[src/rtl/mhsa_connect_gather_pkg.sv]
// Shared constants and types for the head-concatenation (connect) mover.
package mhsa_pkg;

    // Datapath and problem geometry
    localparam int DATA_W     = 64;
    localparam int WIDTH      = DATA_W;
    localparam int ADDR_W     = 32;
    localparam int N_HEAD     = 4;
    localparam int SEQ_LEN    = 32;
    localparam int WPR        = 4;
    localparam int FIFO_DEPTH = 4;

    // Words moved per transfer
    localparam int TOTAL = N_HEAD * SEQ_LEN * WPR;

    // Bank base word addresses
    localparam int ATTMM_OUTPUT_BASE   = 2560;
    localparam int CONNECT_OUTPUT_BASE = 3072;

    // Mover control states
    typedef enum logic [1:0] {
        IDLE  = 2'd0,
        RUN   = 2'd1,
        DRAIN = 2'd2,
        DONE  = 2'd3
    } state_t;

endpackage

[src/rtl/mhsa_connect_gather_fifo.sv]
// Small synchronous FIFO holding {dst_addr, data} return entries.
// The head entry is presented combinationally; DEPTH must be a power of 2.
module mhsa_sync_fifo #(
    parameter int WIDTH = 96,
    parameter int DEPTH = 4,
    localparam int PTR_W = $clog2(DEPTH),
    localparam int CNT_W = $clog2(DEPTH) + 1
) (
    input  logic             clk,
    input  logic             rst_n,
    input  logic             i_push,
    input  logic [WIDTH-1:0] i_data,
    input  logic             i_pop,
    output logic [WIDTH-1:0] o_data,
    output logic [CNT_W-1:0] o_count,
    output logic             o_empty
);

    logic [WIDTH-1:0] r_mem [DEPTH];
    logic [PTR_W-1:0] r_wptr;
    logic [PTR_W-1:0] r_rptr;
    logic [CNT_W-1:0] r_count;

    logic w_full;
    logic w_do_push;
    logic w_do_pop;

    assign o_empty   = (r_count == '0);
    assign w_full    = (r_count == CNT_W'(DEPTH));
    assign w_do_pop  = i_pop && !o_empty;
    // A push into a full FIFO is only legal when the head leaves the same cycle
    assign w_do_push = i_push && (!w_full || w_do_pop);
    assign o_data    = r_mem[r_rptr];
    assign o_count   = r_count;

    // Storage array: data only, no reset needed
    always_ff @(posedge clk) begin
        if (w_do_push) begin
            r_mem[r_wptr] <= i_data;
        end
    end

    // Pointer and occupancy bookkeeping
    always_ff @(posedge clk) begin
        if (!rst_n) begin
            r_wptr  <= '0;
            r_rptr  <= '0;
            r_count <= '0;
        end else begin
            if (w_do_push) begin
                r_wptr <= r_wptr + PTR_W'(1);
            end
            if (w_do_pop) begin
                r_rptr <= r_rptr + PTR_W'(1);
            end
            case ({w_do_push, w_do_pop})
                2'b10:   r_count <= r_count + CNT_W'(1);
                2'b01:   r_count <= r_count - CNT_W'(1);
                default: r_count <= r_count;
            endcase
        end
    end

endmodule

[src/rtl/mhsa_connect_gather.sv]
// Head-concatenation mover: reads attmm output head-major and rewrites it
// token-major so every token owns one contiguous N_HEAD*WPR word row.
// Reads are credit-limited so the return FIFO can never overflow.
module mhsa_connect_gather import mhsa_pkg::*; #(
    parameter int DATA_W     = mhsa_pkg::DATA_W,
    parameter int ADDR_W     = mhsa_pkg::ADDR_W,
    parameter int N_HEAD     = mhsa_pkg::N_HEAD,
    parameter int SEQ_LEN    = mhsa_pkg::SEQ_LEN,
    parameter int WPR        = mhsa_pkg::WPR,
    parameter int FIFO_DEPTH = mhsa_pkg::FIFO_DEPTH
) (
    input  logic              clk,
    input  logic              rst_n,
    input  logic              start,
    input  logic [ADDR_W-1:0] src_base,
    input  logic [ADDR_W-1:0] dst_base,
    output logic              busy,
    output logic              done,
    output logic              rd_en,
    output logic [ADDR_W-1:0] rd_addr,
    input  logic              rd_gnt,
    input  logic [DATA_W-1:0] rd_data,
    output logic              wr_en,
    output logic [ADDR_W-1:0] wr_addr,
    output logic [DATA_W-1:0] wr_data,
    input  logic              wr_gnt
);

    localparam int L_TOTAL = N_HEAD * SEQ_LEN * WPR;
    localparam int IDX_W   = $clog2(L_TOTAL) + 1;
    localparam int ENT_W   = ADDR_W + DATA_W;
    localparam int CNT_W   = $clog2(FIFO_DEPTH) + 1;
    localparam int CRD_W   = CNT_W + 1;

    state_t            r_state;
    logic              r_busy;
    logic              r_done;
    logic              r_inflight;
    logic [IDX_W-1:0]  r_idx;
    logic [ADDR_W-1:0] r_rd_addr;
    logic [ADDR_W-1:0] r_dst_base;
    logic [ADDR_W-1:0] r_pend_addr;

    logic              w_rd_en;
    logic              w_rd_acc;
    logic              w_wr_en;
    logic              w_wr_acc;
    logic              w_last_rd;
    logic              w_drain_ok;
    logic              w_fifo_empty;
    logic [CNT_W-1:0]  w_fifo_cnt;
    logic [CRD_W-1:0]  w_credit;
    logic [ENT_W-1:0]  w_fifo_in;
    logic [ENT_W-1:0]  w_fifo_head;
    logic [ADDR_W-1:0] w_idx_ext;
    logic [ADDR_W-1:0] w_word;
    logic [ADDR_W-1:0] w_row;
    logic [ADDR_W-1:0] w_head_n;
    logic [ADDR_W-1:0] w_dst_addr;

    // Index decode: i = h*(SEQ_LEN*WPR) + r*WPR + w  ->  token-major slot
    assign w_idx_ext  = ADDR_W'(r_idx);
    assign w_word     = w_idx_ext % ADDR_W'(WPR);
    assign w_row      = (w_idx_ext / ADDR_W'(WPR)) % ADDR_W'(SEQ_LEN);
    assign w_head_n   = w_idx_ext / ADDR_W'(WPR * SEQ_LEN);
    assign w_dst_addr = r_dst_base + w_row * ADDR_W'(N_HEAD * WPR)
                      + w_head_n * ADDR_W'(WPR) + w_word;

    // Credit counts both buffered words and the one possibly on the return bus
    assign w_credit  = CRD_W'(w_fifo_cnt) + CRD_W'(r_inflight);
    assign w_rd_en   = (r_state == RUN) && (w_credit < CRD_W'(FIFO_DEPTH));
    assign w_rd_acc  = w_rd_en && rd_gnt;
    assign w_last_rd = (r_idx == IDX_W'(L_TOTAL - 1));

    assign w_wr_en  = !w_fifo_empty;
    assign w_wr_acc = w_wr_en && wr_gnt;

    // Finished once nothing is returning and the last buffered word leaves now
    assign w_drain_ok = !r_inflight &&
                        (w_fifo_empty || ((w_fifo_cnt == CNT_W'(1)) && w_wr_acc));

    assign w_fifo_in = {r_pend_addr, rd_data};

    mhsa_sync_fifo #(
        .WIDTH (ENT_W),
        .DEPTH (FIFO_DEPTH)
    ) u_fifo (
        .clk     (clk),
        .rst_n   (rst_n),
        .i_push  (r_inflight),
        .i_data  (w_fifo_in),
        .i_pop   (w_wr_acc),
        .o_data  (w_fifo_head),
        .o_count (w_fifo_cnt),
        .o_empty (w_fifo_empty)
    );

    assign busy    = r_busy;
    assign done    = r_done;
    assign rd_en   = w_rd_en;
    assign rd_addr = r_rd_addr;
    assign wr_en   = w_wr_en;
    // Head fields are masked while empty so idle outputs read as zero
    assign wr_addr = w_wr_en ? w_fifo_head[ENT_W-1:DATA_W] : '0;
    assign wr_data = w_wr_en ? w_fifo_head[DATA_W-1:0]     : '0;

    // Control FSM: start acceptance, read sequencing, drain and done pulse
    always_ff @(posedge clk) begin
        if (!rst_n) begin
            r_state    <= IDLE;
            r_busy     <= 1'b0;
            r_done     <= 1'b0;
            r_inflight <= 1'b0;
            r_idx      <= '0;
            r_rd_addr  <= '0;
        end else begin
            r_done     <= 1'b0;
            r_inflight <= w_rd_acc;
            case (r_state)
                IDLE: begin
                    if (start) begin
                        r_state   <= RUN;
                        r_busy    <= 1'b1;
                        r_idx     <= '0;
                        r_rd_addr <= src_base;
                    end
                end
                RUN: begin
                    if (w_rd_acc) begin
                        r_idx     <= r_idx + IDX_W'(1);
                        r_rd_addr <= r_rd_addr + ADDR_W'(1);
                        if (w_last_rd) begin
                            r_state <= DRAIN;
                        end
                    end
                end
                DRAIN: begin
                    if (w_drain_ok) begin
                        r_done  <= 1'b1;
                        r_busy  <= 1'b0;
                        r_state <= DONE;
                    end
                end
                DONE: begin
                    if (!start) begin
                        r_state <= IDLE;
                    end
                end
                default: r_state <= IDLE;
            endcase
        end
    end

    // Address datapath registers: latched destination base and the slot of the read on the bus
    always_ff @(posedge clk) begin
        if ((r_state == IDLE) && start) begin
            r_dst_base <= dst_base;
        end
        if (w_rd_acc) begin
            r_pend_addr <= w_dst_addr;
        end
    end

endmodule

[config.mk]
export PLATFORM = sky130hd
export DESIGN_NAME = mhsa_connect_gather
export DESIGN_NICKNAME = d
export VERILOG_FILES = /design/src/rtl/mhsa_connect_gather_pkg.sv /design/src/rtl/mhsa_connect_gather_fifo.sv /design/src/rtl/mhsa_connect_gather.sv
export SDC_FILE = /design/constraint.sdc
export NUM_CORES = 1
export LEC_CHECK = 0
export CAP_MARGIN = 20
export CORE_ASPECT_RATIO = 0.9
export CORE_MARGIN = 2
export CORE_UTILIZATION = 50
export CTS_CLUSTER_DIAMETER = 200
export DETAILED_ROUTE_END_ITERATION = 7
export HOLD_SLACK_MARGIN = 0.1
export MAX_ROUTING_LAYER = met4
export PLACE_DENSITY = 0.74
export SETUP_SLACK_MARGIN = 0.02
export SLEW_MARGIN = 20
export SYNTH_ARGS = -nofsm -noshare
export SYNTH_HDL_FRONTEND = slang
export SYNTH_HIERARCHICAL = 1
export SYNTH_SLANG_ARGS = --single-unit
[constraint.sdc]
create_clock -name clk -period 4.5 [get_ports clk]
set_input_delay 1.35 -clock clk [delete_from_list [all_inputs] [get_ports clk]]
set_output_delay 1.35 -clock clk [all_outputs]
set_load 0.1 [all_outputs]
**After elaboration in Yosys (flattened, before gate mapping)**

Memory sizes are Yosys's and may differ from the RTL's. A register that Yosys moved wholly into a read port is not among the register bits.
Index checks and enable logic that the tools add are counted.

- Input port bits: 133
- Bits in writable memories: 384
- Output and inout port bits: 132
- Register bits: 118
- Memories: 1
- Word-level logic and storage cells: 81

- Equality and inequality tests: 13
- Reduce and logical (&&, ||, !) cells: 22
- Mux-type cells: 23
- Order comparisons: 1
- $add $sub $neg: 10

Memories:

| memory | depth | width | read ports | clocked after memory_dff | wr ports | RTL line | text |
|---|---|---|---|---|---|---|---|
| u_fifo.r_mem | 4 | 96 | 1 | 1 | 1 | mhsa_connect_gather_fifo.sv:19 | `logic [WIDTH-1:0] r_mem [DEPTH];` |

Operators by type and width:

| kind | number |
|---|---|
| $mux 32 | 3 |
| $mux 64 | 1 |
| $pmux 32 s2 | 1 |
| $add 32x1->32 const B | 1 |
| $add 32x2->32 | 1 |
| $add 32x5->32 | 1 |
| $add 32x9->32 | 1 |
| $mux 10 | 2 |
| $pmux 10 s2 | 1 |
| $mux 2 | 7 |
| $add 10x1->10 const B | 1 |
| $eq 10x9->1 const B | 1 |
| $ne 2x2->1 const B | 5 |
| $logic_and 1x1->1 | 8 |
| $pmux 2 s4 | 1 |
| $eq 2x2->1 const B | 3 |
| $pmux 3 s2 | 1 |
| $reduce_and 3->1 | 2 |
| $reduce_bool 2->1 | 3 |
| $mux 1 | 5 |
| $reduce_and 5->1 | 1 |
| $add 2x1->2 const B | 2 |
| $add 3x1->4 | 1 |
| $eq 2x1->1 const B | 2 |
| 11 further kinds | 14 |

**Longest topological paths before layout**

Gate-level depths: netlist of run 1.

- Word-level depth: 8
- Depth in mapped cells: 11
- Mapped depth without buffers: 10

**Hierarchy**

The synthesis of run 1 kept the hierarchy.

Modules (own cells, without submodules):

| module | area an instance (µm²) | times used | cells an instance |
|---|---|---|---|
| mhsa_sync_fifo | 14346.3 | 1 | 558 |
| mhsa_connect_gather | 6213.5 | 1 | 656 |

**Worst setup path after synthesis of run 1**

OpenSTA, ideal clock, no wires.

- Path kind: register to output
- Start: reg r_state[1]
- End: out rd_en
- Stages on the path, launching flop included: 7
- Path buffers: 2
- Arrival time: 3.526 ns
- Required time: 3.150 ns
- Setup slack: -0.376 ns
- Cells stage by stage: dfxtp_1 > inv_1 > ha_1 > clkbuf_1 > clkinv_1 > clkbuf_1 > nor3b_1

- Longest elaborated chain between the ends: 2

Ends and longest elaborated chain:

| item | RTL line | text |
|---|---|---|
| start: declaration | mhsa_connect_gather.sv:35 | `state_t r_state;` |
| start signal: assignment | mhsa_connect_gather.sv:110 | `r_state <= IDLE;` |
| start signal: assignment | mhsa_connect_gather.sv:122 | `r_state <= RUN;` |
| start signal: assignment | mhsa_connect_gather.sv:133 | `r_state <= DRAIN;` |
| $eq 2x1->1 | mhsa_connect_gather.sv:71 | `assign w_rd_en = (r_state == RUN) && (w_credit < CRD_W'(FIFO_DEPTH));` |
| $logic_and 1x1->1 | mhsa_connect_gather.sv:71 |  |
| end: declaration | mhsa_connect_gather.sv:19 | `output logic rd_en,` |

No other way between the ends.

==> flow_metrics.env, run 1 <==
export IMPL_clkSlewWorstSetupHoldPaths_ns=0.06
export IMPL_start_kind="flop"
export IMPL_cts_root_buf="clkbuf_16"
export IMPL_post_cts_resize_count=0
export IMPL_post_cts_setup_buffer_count=0
export IMPL_dieArea_um2=42800
export IMPL_rsz0062_at_grt="false"
export IMPL_status="finished clean"
export IMPL_seqCellArea_um2=14600
export IMPL_numCtsBuffers=51
export IMPL_synth_area_leader_cell="edfxtp_1"
export IMPL_drc_errors=0
export IMPL_fill_cells=2897
export IMPL_critPathMostFrequentCell="buf_4"
export IMPL_slew_violations=0
export IMPL_grtUsageTotal_pct=21.1
export IMPL_powerDensity_nw_per_um2=491
export IMPL_slew_headroom_pct=28.8
export IMPL_power_mw=12.5
export IMPL_cp_slowest_stage_delay_ns=0.70
export IMPL_fin_worst_skew_ns=0.0223
export IMPL_critPathArrivalTime_ns=2.68
export IMPL_criticalPathCategory="flop to output port"
export IMPL_path_cells="buf_4, mux4_2, nor2b_1, buf_4"
export IMPL_tightest_slew_ns=1.07
export IMPL_synthesis_instances=1214
export IMPL_max_freq_ghz=0.248
export IMPL_wl_um=43700
export IMPL_worst_skew_pair_late_latency_ns=0.59
export IMPL_die_h_um=196
export IMPL_first_pass_iters=5
export IMPL_drive_gt1_share_pct=20.3
export IMPL_ys_warn_count=6
export IMPL_maxCapViolations=0
export IMPL_synth_area_top_cells="edfxtp_1 (65%), mux4_2 (11%), dfxtp_1 (5.5%)"
export IMPL_cts_hold_buffers=0
export IMPL_synth_edf_count=448
export IMPL_grt_remaining_overflow=0
export IMPL_clockBufferDepth=3
export IMPL_post_synth_top_area_fraction_pct=65.4
export IMPL_ys_types=64
export IMPL_ant_nets=0
export IMPL_cp_end_kind="output port"
export IMPL_drtIter0Drc=878
export IMPL_layout_nets=1667
export IMPL_dp_hpwl_um=28100
export IMPL_power_ir_vdd_worst_v=0.000390
export IMPL_min_period_ns=4.03
export IMPL_synth_nets=1377
export IMPL_fin_crit_sh_pct=89.5
export IMPL_area_growth_syn_to_layout_pct=23.8
export IMPL_synth_ff_type="edfxtp_1"
export IMPL_fin_util_pct=62.6
export IMPL_rows=70
export IMPL_core_um2=40600
export IMPL_syn_area_um2=20600
export IMPL_min_path_type="flop to flop"
export IMPL_grt_pass1_vias=11700
export IMPL_fin_setup_tns_ns=0
export IMPL_ys_seq_area_share_pct=70.9
export IMPL_gp_congestion=0.893
export IMPL_worst_path_max_fanout=25
export IMPL_ios=265
export IMPL_synth_seq_cells=504
export IMPL_vias_per_cell=5.49
export IMPL_grt_max_degree=98
export IMPL_num_vias=11500
export IMPL_slowest_stage="dfxtp_4"
export IMPL_grt_pass1_wl_um=66500
export IMPL_cp_required_ns=3.15
export IMPL_dpl_cell_area_um2=23800
export IMPL_hold_violations=0
export IMPL_synth_avg_cell_area_um2=16.9
export IMPL_port_buffers=264
export IMPL_design_area_um2=25500
export IMPL_htreeDepth=2
export IMPL_routedWlPerCell_um=20.9
export IMPL_async_reset_ff_share_pct=0
export IMPL_setup_viol=0
export IMPL_initial_core_util_pct=50.6
export IMPL_multi_input_area_um2=5660
export IMPL_clock_sinks=504
export IMPL_dieWidth_um=218
export IMPL_leakagePower_nw=8.44
export IMPL_antenna_found_initial=4
export IMPL_tritoncts="built"
## cell type report
| type | instances | area share (%) |
|---|---|---|
| clock buffer | 60 | 5.23 |
| antenna | 4 | 0.0393 |
| sequential | 504 | 57.3 |
| clock inverter | 35 | 1.25 |
| timing repair buffer | 291 | 11.0 |
| tap | 540 | 2.65 |
| inverter | 24 | 0.354 |
| multi-input combinational | 632 | 22.2 |
## stage by stage
stage / worst slack, ns / hold WS [ns] / std cells
6_report: 0.474 / 0.481 / 2090
5_1_grt: 0.296 / 0.498 / 2090
4_1_cts: 0.377 / 0.478 / 2086
3_5_place_dp: 0.668 / 0.477 / 1991
3_3_place_gp: 0.691 / 0.473 / 1991
2_1_floorplan: 0.542 / 0.459 / 1214
## metal layers
metal	track usage, %	vias to the layer above	routed length, um
met5	-	-	0
met4	4.99	0	737
met3	5.37	63	3370
met2	33.3	376	21100
met1	27.9	5691	18600
li1	-	5337	-
## worst max-delay path: cells and delay by family (launching register included)
family	cells	cell delay, ns
DFF	1	0.70
buffers and inverters	2	0.66
muxes	1	0.54
and+or+nand+nor	1	0.16
## report_power, final
part	leakage (nW)	internal [mW]	switching, mW
clock	0.807	2.40	1.72
combinational	3.11	0.776	1.75
sequential	4.52	5.54	0.299
## cell families after synthesis
family	share of synthesized area, %
compound gates	4.07
fa+ha+maj	1.94
xor+xnor	1.92
mux	10.7
buf+inv	1.70
simple gates	8.78
flops	70.9
## registers in the layout, summed over array words and instances (netlist names), named ones only
| register | count |
|---|---|
| u_fifo/r_wptr | 2 |
| r_dst_base | 32 |
| r_state | 2 |
| r_idx | 10 |
| rd_addr | 32 |
| u_fifo/o_count | 3 |
| u_fifo/r_rptr | 2 |
| r_inflight | 1 |
| busy | 1 |
| done | 1 |
| u_fifo/r_mem | 384 |
| r_pend_addr | 32 |
## synth_stat cells (13+ instances only)
library cell,n
clkbuf_1,33
o21ai_0,25
and2_1,15
ha_1,27
a21oi_1,37
nand2_1,56
nand4_1,17
mux4_2,96
xnor2_1,28
nor3_1,13
dfxtp_1,56
xor2_1,17
a211oi_1,14
edfxtp_1,448
nand3_1,25
nor2_1,55
inv_1,22
buf_2,14
nor2b_1,101
## placed cells by master, fill, tap and decap left out, types with 4 or more instances in the layout
| cell | n |
|---|---|
| edfxtp_1 | 448 |
| clkdlybuf4s50_1 | 166 |
| buf_4 | 110 |
| nor2b_1 | 101 |
| mux4_2 | 96 |
| nand2_1 | 56 |
| nor2_1 | 55 |
| dfxtp_1 | 54 |
| clkbuf_16 | 52 |
| a21oi_1 | 37 |
| xnor2_1 | 28 |
| ha_1 | 27 |
| nand3_1 | 25 |
| o21ai_0 | 25 |
| inv_1 | 22 |
| clkinv_1 | 20 |
| nand4_1 | 17 |
| xor2_1 | 17 |
| buf_12 | 15 |
| a211oi_1 | 14 |
| nor3_1 | 12 |
| and3_1 | 12 |
| and2_1 | 9 |
| clkinv_2 | 9 |
| o22ai_1 | 8 |
| clkbuf_1 | 8 |
| and4_1 | 7 |
| a31oi_1 | 6 |
| nand2b_1 | 5 |
| o21a_1 | 5 |
| bufinv_16 | 5 |
| diode_2 | 4 |
| a22oi_1 | 4 |
| mux2i_1 | 4 |
| and2_4 | 4 |
## worst paths after layout
path / startpoint / to / slack, ns / cells after the start
worst min-delay path: r_pend_addr[25] / u_fifo/r_mem[0][89] / 0.48 / 0
worst max register to register: r_idx[2] / r_pend_addr[29] / 1.28 / 10
worst max-delay path: flop / wr_data[1] / 0.47 / 4
worst min register to register: r_pend_addr[25] / u_fifo/r_mem[0][89] / 0.48 / 0
No activity file was read; power rests on OpenSTA's default activity.
==> run 2: changes to the inputs <==
ABC_CLOCK_PERIOD_IN_PS = 4500   (was not set)
==> results of run 2 <==
Final layout, timing and power as in run 1 (identical DEF).
==> run 3: changes to the inputs <==
--- a/config.mk
+++ b/config.mk
@@ -20,4 +20,3 @@
 export SYNTH_ARGS = -nofsm -noshare
 export SYNTH_HDL_FRONTEND = slang
-export SYNTH_HIERARCHICAL = 1
 export SYNTH_SLANG_ARGS = --single-unit
==> constraint.sdc (replaced) <==
create_clock -name clk -period 4.5 [get_ports clk]
set_input_delay 1.35 -clock clk [delete_from_list [all_inputs] [get_ports clk]]
set_output_delay 1.35 -clock clk [all_outputs]
set_load 0.05 [all_outputs]
==> flow_metrics.env, run 3 <==
export IMPL_p_comb_share_pct=36.8
export IMPL_synth_avg_cell_area_um2=16.7
export IMPL_start_kind="flop"
export IMPL_clkSlewWorstSetupHoldPaths_ns=0.05
export IMPL_criticalPathCategory="flop to output port"
export IMPL_switchingPower_mw=5.62
export IMPL_powerDensity_nw_per_um2=605
export IMPL_p_clk_share_pct=25.2
export IMPL_grt_remaining_overflow=0
export IMPL_max_flop_register="u_fifo.r_mem"
export IMPL_tritoncts="built"
export IMPL_vias_per_cell=5.65
export IMPL_slew_violations=0
export IMPL_drtIter0Drc=751
export IMPL_cts_hold_buffers=0
export IMPL_port_buffers=264
export IMPL_power_ir_vdd_worst_v=0.000461
export IMPL_fin_crit_sh_pct=95.5
export IMPL_grt_max_degree=99
export IMPL_post_synth_top_area_fraction_pct=65.4
export IMPL_wl_um=43600
export IMPL_cp_required_ns=3.15
export IMPL_first_pass_iters=7
export IMPL_dieArea_um2=42800
export IMPL_design_area_um2=25600
export IMPL_leakagePower_nw=8.24
export IMPL_largest_register_ffs=384
export IMPL_ys_seq_area_share_pct=70.8
export IMPL_cp_end_kind="output port"
export IMPL_internal_power_mw=9.86
export IMPL_initial_core_util_pct=50.6
export IMPL_fill_cells=2937
export IMPL_post_cts_resize_count=0
export IMPL_max_freq_ghz=0.233
export IMPL_syn_area_um2=20600
export IMPL_yosysMostFrequentCell="edfxtp_1"
export IMPL_synth_area_top_cells="edfxtp_1 (65%), mux4_2 (11%), dfxtp_1 (5.4%)"
export IMPL_critPathArrivalTime_ns=2.95
export IMPL_status="finished clean"
export IMPL_fin_setup_tns_ns=0
export IMPL_min_path_type="flop to flop"
export IMPL_grt_pass1_wl_um=67300
export IMPL_die_h_um=196
export IMPL_layout_nets=1681
export IMPL_core_um2=40600
export IMPL_htreeDepth=2
export IMPL_grtUsageTotal_pct=21.0
export IMPL_tightest_slew_ns=1.05
export IMPL_synth_nets=1397
export IMPL_synthesis_instances=1229
export IMPL_worst_path_max_fanout=30
export IMPL_numCtsBuffers=50
export IMPL_synth_seq_cells=504
export IMPL_final_cell_mix="edfxtp_1 (448), clkdlybuf4s50_1 (264), and2_1 (100), mux4_2 (96), nand2_1 (57)"
export IMPL_ios=265
export IMPL_num_vias=11800
export IMPL_clockBufferDepth=3
export IMPL_rsz0062_at_grt="false"
export IMPL_routedWlPerCell_um=20.9
export IMPL_multi_input_area_um2=5700
export IMPL_cts_root_buf="clkbuf_16"
export IMPL_post_cts_setup_buffer_count=0
export IMPL_hold_violations=0
export IMPL_antenna_found_initial=0
export IMPL_ant_nets=0
export IMPL_netlist_top_cells_count="edfxtp_1 (448), and2_1 (104), mux4_2 (96)"
export IMPL_fin_worst_skew_ns=0.0139
export IMPL_async_reset_ff_share_pct=0
export IMPL_min_period_ns=4.30
export IMPL_synth_area_leader_cell="edfxtp_1"
export IMPL_final_common_cell="edfxtp_1"
export IMPL_drc_errors=0
export IMPL_clock_sinks=504
export IMPL_ys_types=60
export IMPL_seqCellArea_um2=14600
export IMPL_gp_congestion=0.805
export IMPL_dpl_cell_area_um2=24000
export IMPL_drive_gt1_share_pct=13.3
export IMPL_switching_share_pct=36.3
export IMPL_area_growth_syn_to_layout_pct=24.2
export IMPL_grt_pass1_vias=12000
export IMPL_dp_hpwl_um=27800
export IMPL_synth_edf_count=448
export IMPL_worst_skew_pair_late_latency_ns=0.59
export IMPL_ys_warn_count=0
export IMPL_rows=70
export IMPL_slew_headroom_pct=30.3
export IMPL_synth_ff_type="edfxtp_1"
export IMPL_dieWidth_um=218
export IMPL_diodes=0
export IMPL_pwr_share_seq_pct=38.0
export IMPL_maxCapViolations=0
export IMPL_setup_viol=0
run 3: area by class of cell:
| class | instances | share of cell area (%) |
|---|---|---|
| sequential | 504 | 57.0 |
| multi-input combinational | 643 | 22.3 |
| timing repair buffer | 290 | 11.7 |
| clock buffer | 68 | 5.44 |
| tap | 540 | 2.64 |
| clock inverter | 20 | 0.572 |
| inverter | 24 | 0.352 |
run 3: worst max-delay path, stage by stage (launching register included):
cell,delay (ns)
dfxtp_4,0.56
buf_12,0.31
mux4_2,0.57
and2_1,0.19
clkdlybuf4s50_1,0.70
run 3: path summary, 6_finish.rpt:
path                   start             endpoint  slack [ns]  cells past startpoint
max                     flop          wr_addr[19]        0.20                      4
max reg2reg         r_idx[2]      r_pend_addr[16]        1.34                      9
min          r_pend_addr[13]  u_fifo.r_mem[1][77]        0.50                      0
min reg2reg  r_pend_addr[13]  u_fifo.r_mem[1][77]        0.50                      0
run 3: through the flow:
stage / utilization (%) / power (mW) / hold WS (ns) / worst slack [ns] / cells
after global placement: 59.1 / 11.7 / 0.473 / 0.770 / 2001
after CTS: 62.9 / 15.6 / 0.500 / 0.119 / 2089
final: 62.9 / 15.5 / 0.503 / 0.201 / 2089
after global routing: 62.9 / 16.1 / 0.521 / 0.0672 / 2089
after floorplan: - / 9.76 / 0.459 / 0.214 / 1229
after detailed placement: 59.1 / 11.7 / 0.490 / 0.760 / 2001
run 3: logic make-up after synthesis:
kind of cell / synth area share (%)
AO/OA/AOI/OAI: 4.12
XOR/XNOR: 1.70
adder cells (fa/ha/maj): 2.20
buffers and inverters: 1.60
flip-flops: 70.8
multiplexers: 10.9
AND/OR/NAND/NOR: 8.72
run 3: power groups by stage:
stage | registers (mW) | logic, mW | clock network [mW]
2_1_floorplan | 6.20 | 3.56 | 0
3_3_place_gp | 5.96 | 5.69 | 0
3_5_place_dp | 5.98 | 5.73 | 0
4_1_cts | 5.89 | 5.75 | 4.00
5_1_grt | 5.94 | 6.03 | 4.16
6_report | 5.89 | 5.69 | 3.90
run 3: per-layer routing:
| metal | GRT usage [%] | up-vias | share of wire [%] |
|---|---|---|---|
| met5 | - | - | 0 |
| met4 | 5.42 | 0 | 1.6 |
| met3 | 3.80 | 55 | 6.7 |
| met2 | 33.3 | 375 | 49 |
| met1 | 28.5 | 5993 | 43 |
| li1 | - | 5374 | - |
==> patch 1: new RTL, config.mk and constraints of run 3 <==
`DATA_W`: 64 -> 96.
--- a/src/rtl/mhsa_connect_gather_pkg.sv
+++ b/src/rtl/mhsa_connect_gather_pkg.sv
@@ -2,7 +2,7 @@
 package mhsa_pkg;
 
     // Datapath and problem geometry
-    localparam int DATA_W     = 64;
+    localparam int DATA_W     = 96;
     localparam int WIDTH      = DATA_W;
     localparam int ADDR_W     = 32;
     localparam int N_HEAD     = 4;
Interface: changed (resized rd_data and wr_data); port bits go from 265 to 329. The function was not compared with the original's and may differ.
==> patch 1 against run 3 <==
- synthesized area rose by 24%
- sequential cell count rose by 128
- routed wire length rose by 23%
- synthesized cell count rose by 17%
- core utilization barely moved
- final area rose by 24%
- first-iteration DRC count rose by 40%
- setup slack got worse by 0.016 ns
- clock skew rose by 0.0092 ns
- power rose by 26%
- highest routed layer unchanged
==> patch 1: results (changes against run 3) <==
* Outcome: completed (unchanged)
* CP arrival at 2.97 ns (was 2.95 ns)
* Final RePlAce weighted congestion at 0.814 (was 0.805)
* Worst-Skew Late Latency at 0.62 ns (was 0.59 ns)
* EDFF count, synth at 576 (was 448)
* Max Clock Skew at 0.0231 ns (was 0.0139 ns)
* I/O Buffers at 328 (was 264)
* Biggest register: u_fifo.r_mem (unchanged)
* CTS Buf Count at 61 (was 50)
* Worst-path clk slew at 0.07 ns (was 0.05 ns)
* Worst-Margin Slew at 1.02 ns (was 1.05 ns)
* Post-synth top cells: edfxtp_1, and2_1, mux4_2, nor2_1, dfxtp_1 (was edfxtp_1, and2_1, mux4_2, nand2_1, dfxtp_1)
* Crit-path slowest cell: clkdlybuf4s50_1 (unchanged)
* Layout cell share with drive strength beyond 1 at 14.5% (was 13.3%)
* DP Area at 29,600 sq um (was 24,000 sq um)
* Tot GR Track Use at 20.8% (was 21.0%)
* First-pass GRT wire length at 82,100 um (was 67,300 um)
* DR iter-0 viols at 1,052 (was 751)
* Post-CTS Setup Repair Bufs at 0 (unchanged)
* Nets at 1,981 (was 1,681)
* H-Tree Level Count at 2 (unchanged)
* Clk buf depth at 3 (unchanged)
* Seq/Total Area, Yosys at 72.4% (was 70.8%)
* Pre-antenna DRT Iters at 6 (was 7)
* Pin count of the biggest net entering global routing at 92 (was 99)
* Syn nets at 1,632 (was 1,397)
* Routed vias at 14,000 (was 11,800)
* Top post-synthesis cells by area: edfxtp_1, mux4_2, dfxtp_1 (unchanged)
* Initial antenna violation count at 2 (was 0)
* Post-DP HPWL at 33,000 um (was 27,800 um)
* Distinct cells, synth at 66 (was 60)
* CP max FO at 44 (was 30)
* Final min period at 4.32 ns (was 4.30 ns)
* Wire per inst at 21.3 um (was 20.9 um)
* Critical Path Max Stage Delay at 0.84 ns (was 0.70 ns)
* Peak supply drop at 0.000419 V (was 0.000461 V)
* Ys Warns at 0 (unchanged)
* Max reg flops at 512 (was 384)
* Leakage at 11.2 nW (was 8.24 nW)
## patch 1: changes by cell type after synthesis, sizes merged, moves of 3 or more
cell / change
and2: +32
and3: +3
buf: +6
clkbuf: +5
edfxtp: +128
mux4: +32
nand2: -5
nand4: +5
nor2: +4
nor3: -4
o21ai: -4
## patch 1: final timing paths
kind / from / depth (start not counted) / slack, ns / end
setup reg to reg: r_idx[2] / 9 / 1.35 / r_pend_addr[16]
hold reg to reg: r_pend_addr[13] / 0 / 0.49 / u_fifo.r_mem[1][109]
setup / recovery: u_fifo.o_count[0] / 6 / 0.18 / wr_addr[27]
hold / removal: r_pend_addr[13] / 0 / 0.49 / u_fifo.r_mem[1][109]
## patch 1: final cells by class
cell class	count	area [sq um]
clock buffers	75	1590
multi-input cells	706	6640
clock inverters	36	295
inverters	25	93.8
repair buffers	355	3780
well taps	680	851
diodes	3	7.51
fillers	3579	18700
flip-flops and latches	632	18400
## patch 1: routing by layer
metal  part of all wire (%)  up-vias  GRT usage, %
met1                     44     7104          28.7
met2                     49      463          33.0
met5                      0        -             -
met4                    1.8        0          4.81
li1                       -     6359             -
met3                    5.6       77          3.36
## patch 1: cell families (layout without fill, tap and decap cells)
family | count (synthesis) | count (layout) | share of synthesized area [%]
flip-flops | 632 | 632 | 72.4
AND/OR/NAND/NOR | 366 | 366 | 7.94
multiplexers | 136 | 136 | 11.7
AO/OA/AOI/OAI | 129 | 129 | 3.27
buffers and inverters | 94 | 491 | 1.59
XOR/XNOR | 40 | 40 | 1.38
adder cells (fa/ha/maj) | 35 | 35 | 1.78
other | 0 | 3 | 0
## patch 1: power by group
part	internal [mW]	total [mW]	switching, mW
clock network	2.73	4.83	2.10
logic	2.70	7.43	4.73
registers	6.88	7.21	0.335
total	12.3	19.5	7.16
## patch 1: critical path: cells and delay by family (launching register included)
kind,cells,cell delay (ns)
fa+ha+maj,1,0.26
buf+inv,3,1.17
simple gates,2,0.44
flops,1,0.44
## patch 1: through the flow
stage	total power, mW	util (%)	cells	hold slack (ns)	worst slack (ns)
6_report	19.5	62.9	2512	0.492	0.185
5_1_grt	20.3	62.9	2511	0.508	0.0381
2_1_floorplan	12.4	-	1432	0.459	0.609
3_3_place_gp	14.8	58.8	2398	0.465	0.633
3_5_place_dp	14.9	58.8	2398	0.482	0.622
4_1_cts	19.7	62.6	2509	0.491	0.0557
## patch 1: what timing repair did
item | CTS | global route
hold buffers | 0 | 0
endpoints found under the hold margin | 0 | 0
endpoints found under the setup margin | 0 | 65
gates resized for setup | 0 | 65
==> patch 2: new RTL, config.mk and constraints of run 3 <==
Made on the original files. Make the reset (`rst_n`) asynchronous in 2 clocked blocks.
--- a/src/rtl/mhsa_connect_gather_fifo.sv
+++ b/src/rtl/mhsa_connect_gather_fifo.sv
@@ -41,7 +41,7 @@
     end
 
     // Pointer and occupancy bookkeeping
-    always_ff @(posedge clk) begin
+    always_ff @(posedge clk or negedge rst_n) begin
         if (!rst_n) begin
             r_wptr  <= '0;
             r_rptr  <= '0;
--- a/src/rtl/mhsa_connect_gather.sv
+++ b/src/rtl/mhsa_connect_gather.sv
@@ -105,7 +105,7 @@
     assign wr_data = w_wr_en ? w_fifo_head[DATA_W-1:0]     : '0;
 
     // Control FSM: start acceptance, read sequencing, drain and done pulse
-    always_ff @(posedge clk) begin
+    always_ff @(posedge clk or negedge rst_n) begin
         if (!rst_n) begin
             r_state    <= IDLE;
             r_busy     <= 1'b0;
Behaviour: differs if rst_n is asserted again (counterexample within 4 cycles, from zero or initial values and one cycle with rst_n low); with rst_n held inactive, the same outputs for 4 cycles.
==> patch 2 against run 3 <==
- power is 22% higher
- largest power group is now combinational cells
- first-iteration DRC count is 13% higher
- sequential cell count is 2 lower
- critical path depth stayed put
- routed wire length is 3.7% lower
- register-to-register slack worse by 0.08 ns
- synthesized area is 0.74% lower
- sequential share of layout area is 1.1 points higher
- clock skew is 0.0029 ns lower
- worst hold slack worse by 0.012 ns
- die area is 0.73% lower
- highest routed layer unchanged
- setup slack worse by 0.011 ns
- non-clock buffer count is 3 lower
- final area is 0.36% lower
==> patch 2: results (changes against run 3) <==
* Outcome: completed (unchanged)
* Critical Path Max Stage Delay at 0.73 ns (was 0.70 ns)
* Sequential power at 6.31 mW (was 5.89 mW)
* Compound-Gate Fraction of Synth Area at 3.37% (was 4.12%)
* Adder-cell area share of the yosys netlist at 2.22% (was 2.20%)
* CP arrival at 2.96 ns (was 2.95 ns)
* Syn nets at 1,321 (was 1,397)
* Post-DP HPWL at 25,900 um (was 27,800 um)
* Layout cell share with drive strength beyond 1 at 14.5% (was 13.3%)
* CP max FO at 35 (was 30)
* DR iter-0 viols at 846 (was 751)
* Worst-Skew Late Latency at 0.57 ns (was 0.59 ns)
* Worst slack, placed at 0.750 ns (was 0.760 ns)
* Post-placement cell count at 1,929 (was 2,001)
* Synth Area in XOR/XNOR at 1.80% (was 1.70%)
* Number of global-route vias before repair at 11,600 (was 12,000)
* Clock group at 4.03 mW (was 3.90 mW)
* First-pass GRT wire length at 65,100 um (was 67,300 um)
* Distinct cells, synth at 45 (was 60)
* Top post-synthesis cells by area: edfxtp_1, mux4_2, dfrtp_1 (was edfxtp_1, mux4_2, dfxtp_1)
* Wire per inst at 20.8 um (was 20.9 um)
* Peak supply drop at 0.000492 V (was 0.000461 V)
* Max-slew headroom at 51.7% (was 30.3%)
* Leakage at 8.61 nW (was 8.24 nW)
* P_comb at 8.52 mW (was 5.69 mW)
* Fillers at 2,884 (was 2,937)
* Post-synth top cells: edfxtp_1, and2_1, mux4_2, dfrtp_1, nand2_1 (was edfxtp_1, and2_1, mux4_2, nand2_1, dfxtp_1)
patch 2: cell count changes after synthesis, sizes merged, moves of 9 or more:
| cell | change |
|---|---|
| a211oi | -11 |
| and3 | +10 |
| clkbuf | -9 |
| dfrtp | +54 |
| dfxtp | -56 |
| mux2i | +9 |
| nand2 | -13 |
| nor2 | -25 |
| nor3 | -18 |
| o22ai | +20 |
| xnor2 | +14 |
| xor2 | -12 |
patch 2: final cells by class:
class	count	area, sq um	share of cell area, %
Clock inverter	33	357	1.40
Clock buffer	55	1230	4.82
Multi-Input combinational cell	577	5350	21.0
Inverter	23	86.3	0.339
Tap cell	540	676	2.65
Sequential cell	502	14800	58.1
Timing Repair Buffer	287	2980	11.7
patch 2: worst max-delay path, delay by kind of cell (launching register included):
kind          cells  cell delay (ns)
buf+inv           2             1.04
flops             1             0.59
mux               1             0.54
simple gates      1             0.17
patch 2: worst paths after layout:
path | start | end | slack [ns]
min | r_pend_addr[2] | u_fifo.r_mem[2][66] | 0.49
max | u_fifo.r_rptr[0] | wr_data[14] | 0.19
max reg2reg | r_idx[2] | r_pend_addr[18] | 1.26
min in group asynchronous | rst_n | rd_addr[12] | 0.77
max in group asynchronous | rst_n | rd_addr[14] | 2.88
min reg2reg | r_pend_addr[2] | u_fifo.r_mem[2][66] | 0.49
patch 2: metal layers:
layer	share of wire [%]	vias up	track usage [%]
li1	-	5089	-
met1	43	5637	27.6
met5	0	-	-
met2	48	354	32.7
met3	6.6	51	4.65
met4	1.5	0	4.49
patch 2: timing repair:
item | in CTS | in global routing
setup endpoints to repair | 0 | 1
setup buffers | 0 | 0
resized for setup | 0 | 1
patch 2: logic make-up (layout without fill, tap and decap cells):
group	Yosys count	after routing
buf+inv	74	398
fa+ha+maj	35	35
xor+xnor	42	42
compound gates	116	116
mux	111	111
flops	502	502
simple gates	273	273
